### src/rtl/counter_cmd_gen.sv
// rtl/counter_cmd_gen.sv - button synchronizer, debouncer and auto-repeat step/load strobe generator
// Produces single-cycle enable/dec/load strobes and a held load_value for an up/down counter.
module counter_cmd_gen #(
  parameter int N               = 4,
  parameter int DEBOUNCE_CYCLES = 4,
  parameter int REPEAT_DELAY    = 16,
  parameter int REPEAT_RATE     = 4
) (
  input  logic         clock,
  input  logic         reset_n,
  input  logic         btn_up,
  input  logic         btn_down,
  input  logic         btn_load,
  input  logic [N-1:0] load_sw,
  output logic         enable,
  output logic         dec,
  output logic         load,
  output logic [N-1:0] load_value
);

  localparam int DW   = $clog2(DEBOUNCE_CYCLES + 1);
  localparam int RMAX = (REPEAT_DELAY > REPEAT_RATE) ? REPEAT_DELAY : REPEAT_RATE;
  localparam int TW   = (RMAX > 1) ? $clog2(RMAX) : 1;
  localparam int SW   = N + 3;

  typedef enum logic [1:0] {S_IDLE, S_HOLD, S_REPEAT} state_t;

  logic [SW-1:0] sync1_q, sync2_q;
  logic [2:0]    db;

  // Bit order: {load_sw, load, down, up}
  always_ff @(posedge clock or negedge reset_n) begin
    if (!reset_n) begin
      sync1_q <= '0;
      sync2_q <= '0;
    end else begin
      sync1_q <= {load_sw, btn_load, btn_down, btn_up};
      sync2_q <= sync1_q;
    end
  end

  for (genvar g = 0; g < 3; g++) begin : g_db
    logic [DW-1:0] cnt_q;
    logic          state_q;

    always_ff @(posedge clock or negedge reset_n) begin
      if (!reset_n) begin
        cnt_q   <= '0;
        state_q <= 1'b0;
      end else if (sync2_q[g] == state_q) begin
        cnt_q <= '0;
      end else if (cnt_q == DW'(DEBOUNCE_CYCLES - 1)) begin
        cnt_q   <= '0;
        state_q <= sync2_q[g];
      end else begin
        cnt_q <= cnt_q + 1'b1;
      end
    end

    assign db[g] = state_q;
  end

  state_t        state_q;
  logic [TW-1:0] timer_q;
  logic [1:0]    pair_q;
  logic          ld_prev_q;
  logic [1:0]    pair;
  logic          active;
  logic          load_rise;
  logic          step_c;

  assign pair      = {db[1], db[0]};
  assign active    = db[0] ^ db[1];
  assign load_rise = db[2] & ~ld_prev_q;

  // A held pair that changes in any way aborts the hold without stepping.
  always_comb begin
    step_c = 1'b0;
    case (state_q)
      S_IDLE:   step_c = active;
      S_HOLD:   step_c = (pair == pair_q) && (timer_q == TW'(REPEAT_DELAY - 1));
      S_REPEAT: step_c = (pair == pair_q) && (timer_q == TW'(REPEAT_RATE - 1));
      default:  step_c = 1'b0;
    endcase
  end

  always_ff @(posedge clock or negedge reset_n) begin
    if (!reset_n) begin
      state_q    <= S_IDLE;
      timer_q    <= '0;
      pair_q     <= '0;
      ld_prev_q  <= 1'b0;
      enable     <= 1'b0;
      dec        <= 1'b0;
      load       <= 1'b0;
      load_value <= '0;
    end else begin
      ld_prev_q <= db[2];
      load      <= load_rise;
      if (load_rise) load_value <= sync2_q[SW-1:3];
      // Load takes priority; a colliding step is dropped, FSM still advances.
      enable <= step_c & ~load_rise;
      dec    <= step_c & ~load_rise & db[1];

      case (state_q)
        S_IDLE: begin
          if (active) begin
            state_q <= S_HOLD;
            timer_q <= '0;
            pair_q  <= pair;
          end
        end
        S_HOLD: begin
          if (pair != pair_q) begin
            state_q <= S_IDLE;
          end else if (step_c) begin
            state_q <= S_REPEAT;
            timer_q <= '0;
          end else begin
            timer_q <= timer_q + 1'b1;
          end
        end
        S_REPEAT: begin
          if (pair != pair_q) state_q <= S_IDLE;
          else if (step_c)    timer_q <= '0;
          else                timer_q <= timer_q + 1'b1;
        end
        default: state_q <= S_IDLE;
      endcase
    end
  end

endmodule

### config.mk
export PLATFORM = sky130hd
export DESIGN_NAME = counter_cmd_gen
export DESIGN_NICKNAME = d
export VERILOG_FILES = /design/src/rtl/counter_cmd_gen.sv
export SDC_FILE = /design/constraint.sdc
export NUM_CORES = 1
export LEC_CHECK = 0
export ABC_CLOCK_PERIOD_IN_PS = 2500
export BUFFER_PORTS_ARGS = -buffer_cell sky130_fd_sc_hd__buf_2
export CELL_PAD_IN_SITES_DETAIL_PLACEMENT = 1
export CELL_PAD_IN_SITES_GLOBAL_PLACEMENT = 1
export CORE_MARGIN = 1.5
export CORE_UTILIZATION = 47
export CTS_CLUSTER_DIAMETER = 30
export DETAILED_ROUTE_END_ITERATION = 8
export GPL_TIMING_DRIVEN = 0
export MAX_ROUTING_LAYER = met4
export PLACE_DENSITY_LB_ADDON = 0.1
export SLEW_MARGIN = 20
export SYNTH_ARGS = -nofsm -noshare
export SYNTH_HDL_FRONTEND = slang
export SYNTH_SLANG_ARGS = --single-unit
### constraint.sdc
create_clock -name clock -period 2.5 [get_ports clock]
set_input_delay 0.5 -clock clock [delete_from_list [all_inputs] [get_ports clock]]
set_output_delay 0.5 -clock clock [all_outputs]
set_load 0.005 [all_outputs]
# Yosys cells after proc, flatten, opt, wreduce, memory -nomap -nowiden
# Index checks and enable logic that the tools add are counted.
# classes
bitwise_logic	9
addsub	4
mux	16
reduce_logical	11
n_eq_ne	16
# ops
op	n
two-way mux 3 bit	6
two-way mux 4 bit	3
adder 3 x 1 -> 3 bit, second input constant	3
== test 3 x 2 -> 1 bit, second input constant	3
two-way mux 2 bit	4
case mux 4 bit (2 select lines)	1
AND reduction 2 bit	4
inequality test 2 bit, second input constant	3
case mux 2 bit (3 select lines)	1
AND reduction 3 bit	2
inverter 1 bit	5
adder 4 x 1 -> 4 bit, second input constant	1
== test 4 x 2 -> 1 bit, second input constant	1
== test 4 bit, second input constant	1
AND 1 bit	3
== test 1 bit	3
inequality test 3 bit, second input constant	1
case mux 1 bit (3 select lines)	1
== test 2 x 1 -> 1 bit, second input constant	1
== test 2 bit	1
== test 2 bit, second input constant	1
logical AND 1 bit	2
zero test 2 bit	1
inequality test 2 bit	1
other kinds (3)	3
# word_totals
regBits	42
input_bits	9
output_inout_bits	7

# Logic depth before layout (Yosys ltp)
# depth
depth_word	6
mapped_depth	7
depth_no_buf	7

# Least setup slack after synthesis
# Ideal clock, no wire load.
# synth_path
kind	register -> register
start	reg state_q[0]
end	reg state_q[0]
arrival_time_ns	1.672
setup_slack_ns	0.700
t_required_ns	2.372
path_stages_with_launch	8
path_cell_list	dfrtp_1 > inv_1 > ha_1 > inv_1 > nor3_1 > a41oi_4 > a31oi_1 > mux2_1
# synth_between
elab_chain_cells	4
elab_cells_between_ends	9
cone_classes	eq/ne: 5; mux: 2; reduce/logical: 2
# synth_lines
element	line_no	text
from (decl)	63	state_t state_q;
from (signal assigned)	89	state_q <= S_IDLE;
from (signal assigned)	108	state_q <= S_HOLD;
from (signal assigned)	115	state_q <= S_IDLE;
== test 2 bit (tied with other cells)	79, 105	
case mux 1 bit (3 select lines)	79	case (state_q)
inequality test 3 bit (no line)	n/a	
AND reduction 3 bit (no line)	n/a	
# Parallel ways exist; a longest one is shown, timed or not.
# A chain may end at the register's enable or synchronous reset.

# Worst setup path after layout
# layout_path
start	reg state_q[1]
end	reg state_q[0]
# The elaborated chain is that of the path after synthesis.

==> run metrics <==
Placed Instances=185; met3 routed WL=74 um; ant diodes=0; syn_area_per_cell=13.72 um2; critical path required time=approximately 2.7 ns; CTS buffer count=5; WL met2=~1400 um; DP HPWL=~2000 um; Layout Cells excl Fill=between 150 and 200; VDD IR max=about 500 uV; critical path data arrival time=around 2.3 ns; total number of vias=roughly 1000; Hold Buf Count CTS=0; RSZ-0062 raised after global routing=no; starting density of the core=0.4982; antenna viol nets, final=0; #FFs+latches synth=42; Final nets=around 160; Worst-path clk slew=approximately 0.11 ns; initial antenna violation count=0; vias in the first global route=approximately 1.1k; first-pass GRT wire length=~4900 um; aggregate global routing overflow=0; clk sinks=42; Tot Pwr=2230 uW; WS Path Type=reg2reg; Netlist cell types=31; CTS resizes=0; Fmax achieved=491.9 MHz; Synth Flop Type=dfrtp_1; Total GRT Usage=0.1631; ys async rst share=1.000; Die ar.=3990 um2; Relative slew margins=0.4008; synth warn=0; CP Capture Type=flop; CTS root buffer=clkbuf_4; Leakage=roughly 0.0009 uW; CTS tree=yes; post-synthesis sequential area ratio=0.6176; Final Util=0.5513; CP Max Fanout=7; pwr/cell area=1184 nW/um2; Crit path top cell by count=inv_1; WHS=~0.26 ns; CP max stage delay=0.42 ns; measured slew at the worst slew-check pin=between 0.8 and 0.9 ns; RePlAce Congestion=a little under 0.8; row cnt=21; Buffers on Ports=15; Clock Latency Late Sink=about 0.34 ns; share of layout cells above drive strength 1=0.2397; number of enable flip-flop cells after synthesis=0; worst hold path type=in2reg; H-Tree Depth=2; Final setup viols=0; DR top layer=met4; Metal-1 WL=around 1100 um; Avg WL per Cell=about 14 um; crit path time final=between 2 and 2.5 ns; CTS Buffer Depth=2; Layout area overhead=10.66%; outcome=complete, no violations; die height=about 63 um; setup TNS=0 ns; final slew viol count=0; drt drc=0; clk_skew=approximately 0.0073 ns; Hold Vio Cnt, Final=0; core area=3416 um2; routed wire length=about 2700 um; cell family with most CP delay=flip-flops; First-pass DRT Iterations=4; CP bufs+invs=2; part of the cycle the worst path needs=0.8132; initial DRC count=21; Netlist Area Pre-Place=1702 um2; Post-CTS Setup Inserts=0; Cells after Synth=between 100 and 150; Die X=between 60 and 70 um; slowest stage cell, crit path=dfrtp_1; Net Count, Synth=between 100 and 150; routed vias/inst=slightly above 5; max_cap viols=0; Ports=16; CP Launch Type=flop; CP cell instances=inv_1 > ha_1 > inv_1 > nor3_1 > a41oi_4 > a31oi_1 > mux2_1; largest net degree at the start of global routing=between 40 and 50
==> synth_stat cells, drive strengths merged, types with 2 or more instances <==
master / instances / area share
nor3b: 5 / 0.022
nor4b: 2 / 0.010
nand3: 2 / 0.0059
a21o: 2 / 0.0088
buf: 2 / 0.013
nand2: 4 / 0.0088
a31oi: 2 / 0.0074
and2: 2 / 0.010
nor2: 4 / 0.0088
a21oi: 4 / 0.012
xnor2: 6 / 0.040
nor2b: 5 / 0.018
nor3: 5 / 0.015
inv: 6 / 0.013
ha: 9 / 0.066
o21ai: 3 / 0.0088
dfrtp: 42 / 0.62
mux2: 8 / 0.053
==> routing by layer <==
layer  track usage  vias to the layer above
li1              -                      465
met1        0.1739                      517
met2        0.2846                       11
met3       0.03214                        5
met4       0.08967                        0
met5             -                        -
==> area by class of cell <==
type | count | area [um2]
clock inverter | 1 | 7.507
fill | 369 | 1533
timing repair buffer | 15 | 75.07
clock buffer | 6 | 41.29
buffer | 3 | 26.28
inverter | 6 | 22.52
sequential | 42 | 1051
multi-input combinational | 73 | 601.8
tap | 46 | 57.56
==> cells by family (layout without fill, tap and decap cells) <==
logic type | after synthesis | count (layout) | synth area share
fa+ha+maj | 9 | 9 | 0.06618
flops | 42 | 42 | 0.6176
compound gates | 17 | 17 | 0.07647
mux | 8 | 8 | 0.05294
xor+xnor | 6 | 6 | 0.03970
simple gates | 33 | 33 | 0.1184
buf+inv | 9 | 31 | 0.02867
==> flip-flops by register name, indices dropped and copies added, names as in the netlist, 2 cells and up <==
| signal | cells |
|---|---|
| g_db.cnt_q | 9 |
| g_db.state_q | 3 |
| load_value | 4 |
| pair_q | 2 |
| state_q | 2 |
| sync1_q | 7 |
| sync2_q | 7 |
| timer_q | 4 |
==> path summary, 6_finish.rpt <==
kind | from | endpoint | slack [ns] | cells after the start
setup / recovery | state_q[1]$_DFFE_PN0P_ | state_q[0]$_DFFE_PN0P_ | 0.47 | 7
hold / removal | btn_up | sync1_q[0]$_DFF_PN0_ | 0.26 | 1
setup reg to reg | state_q[1]$_DFFE_PN0P_ | state_q[0]$_DFFE_PN0P_ | 0.47 | 7
hold reg to reg | sync1_q[1]$_DFF_PN0_ | sync2_q[1]$_DFF_PN0_ | 0.36 | 0
max in group asynchronous | reset_n | g_db[0].state_q$_DFFE_PN0P_ | 1.67 | 1
min in group asynchronous | reset_n | pair_q[1]$_DFFE_PN0P_ | 0.28 | 1
==> report_power, final <==
part | leakage, uW | internal [uW] | switching [uW]
clock network | 0.0000243 | 105 | 204
registers | 0.000521 | 857 | 104
logic | 0.000336 | 471 | 488
total | 0.000882 | 1430 | 797
==> through the flow <==
stage               area [um2]  setup slack (ns)
finish                    1883            0.4670
global route              1883            0.3489
CTS                       1883            0.4369
detailed placement        1834            0.4671
global placement          1834            0.5036
floorplan                 1702            0.7000
==> cell usage in the layout, fill, tap and decap left out, drive strengths merged, types with 3 or more instances in the layout <==
master,instances
mux2,8
inv,6
a21oi,4
nor3,5
ha,9
nor2,4
nor3b,5
dfrtp,42
buf,17
xnor2,6
clkbuf,7
nand2,4
nor2b,5
o21ai,3
Note: power is estimated with default switching activity, not from simulation.
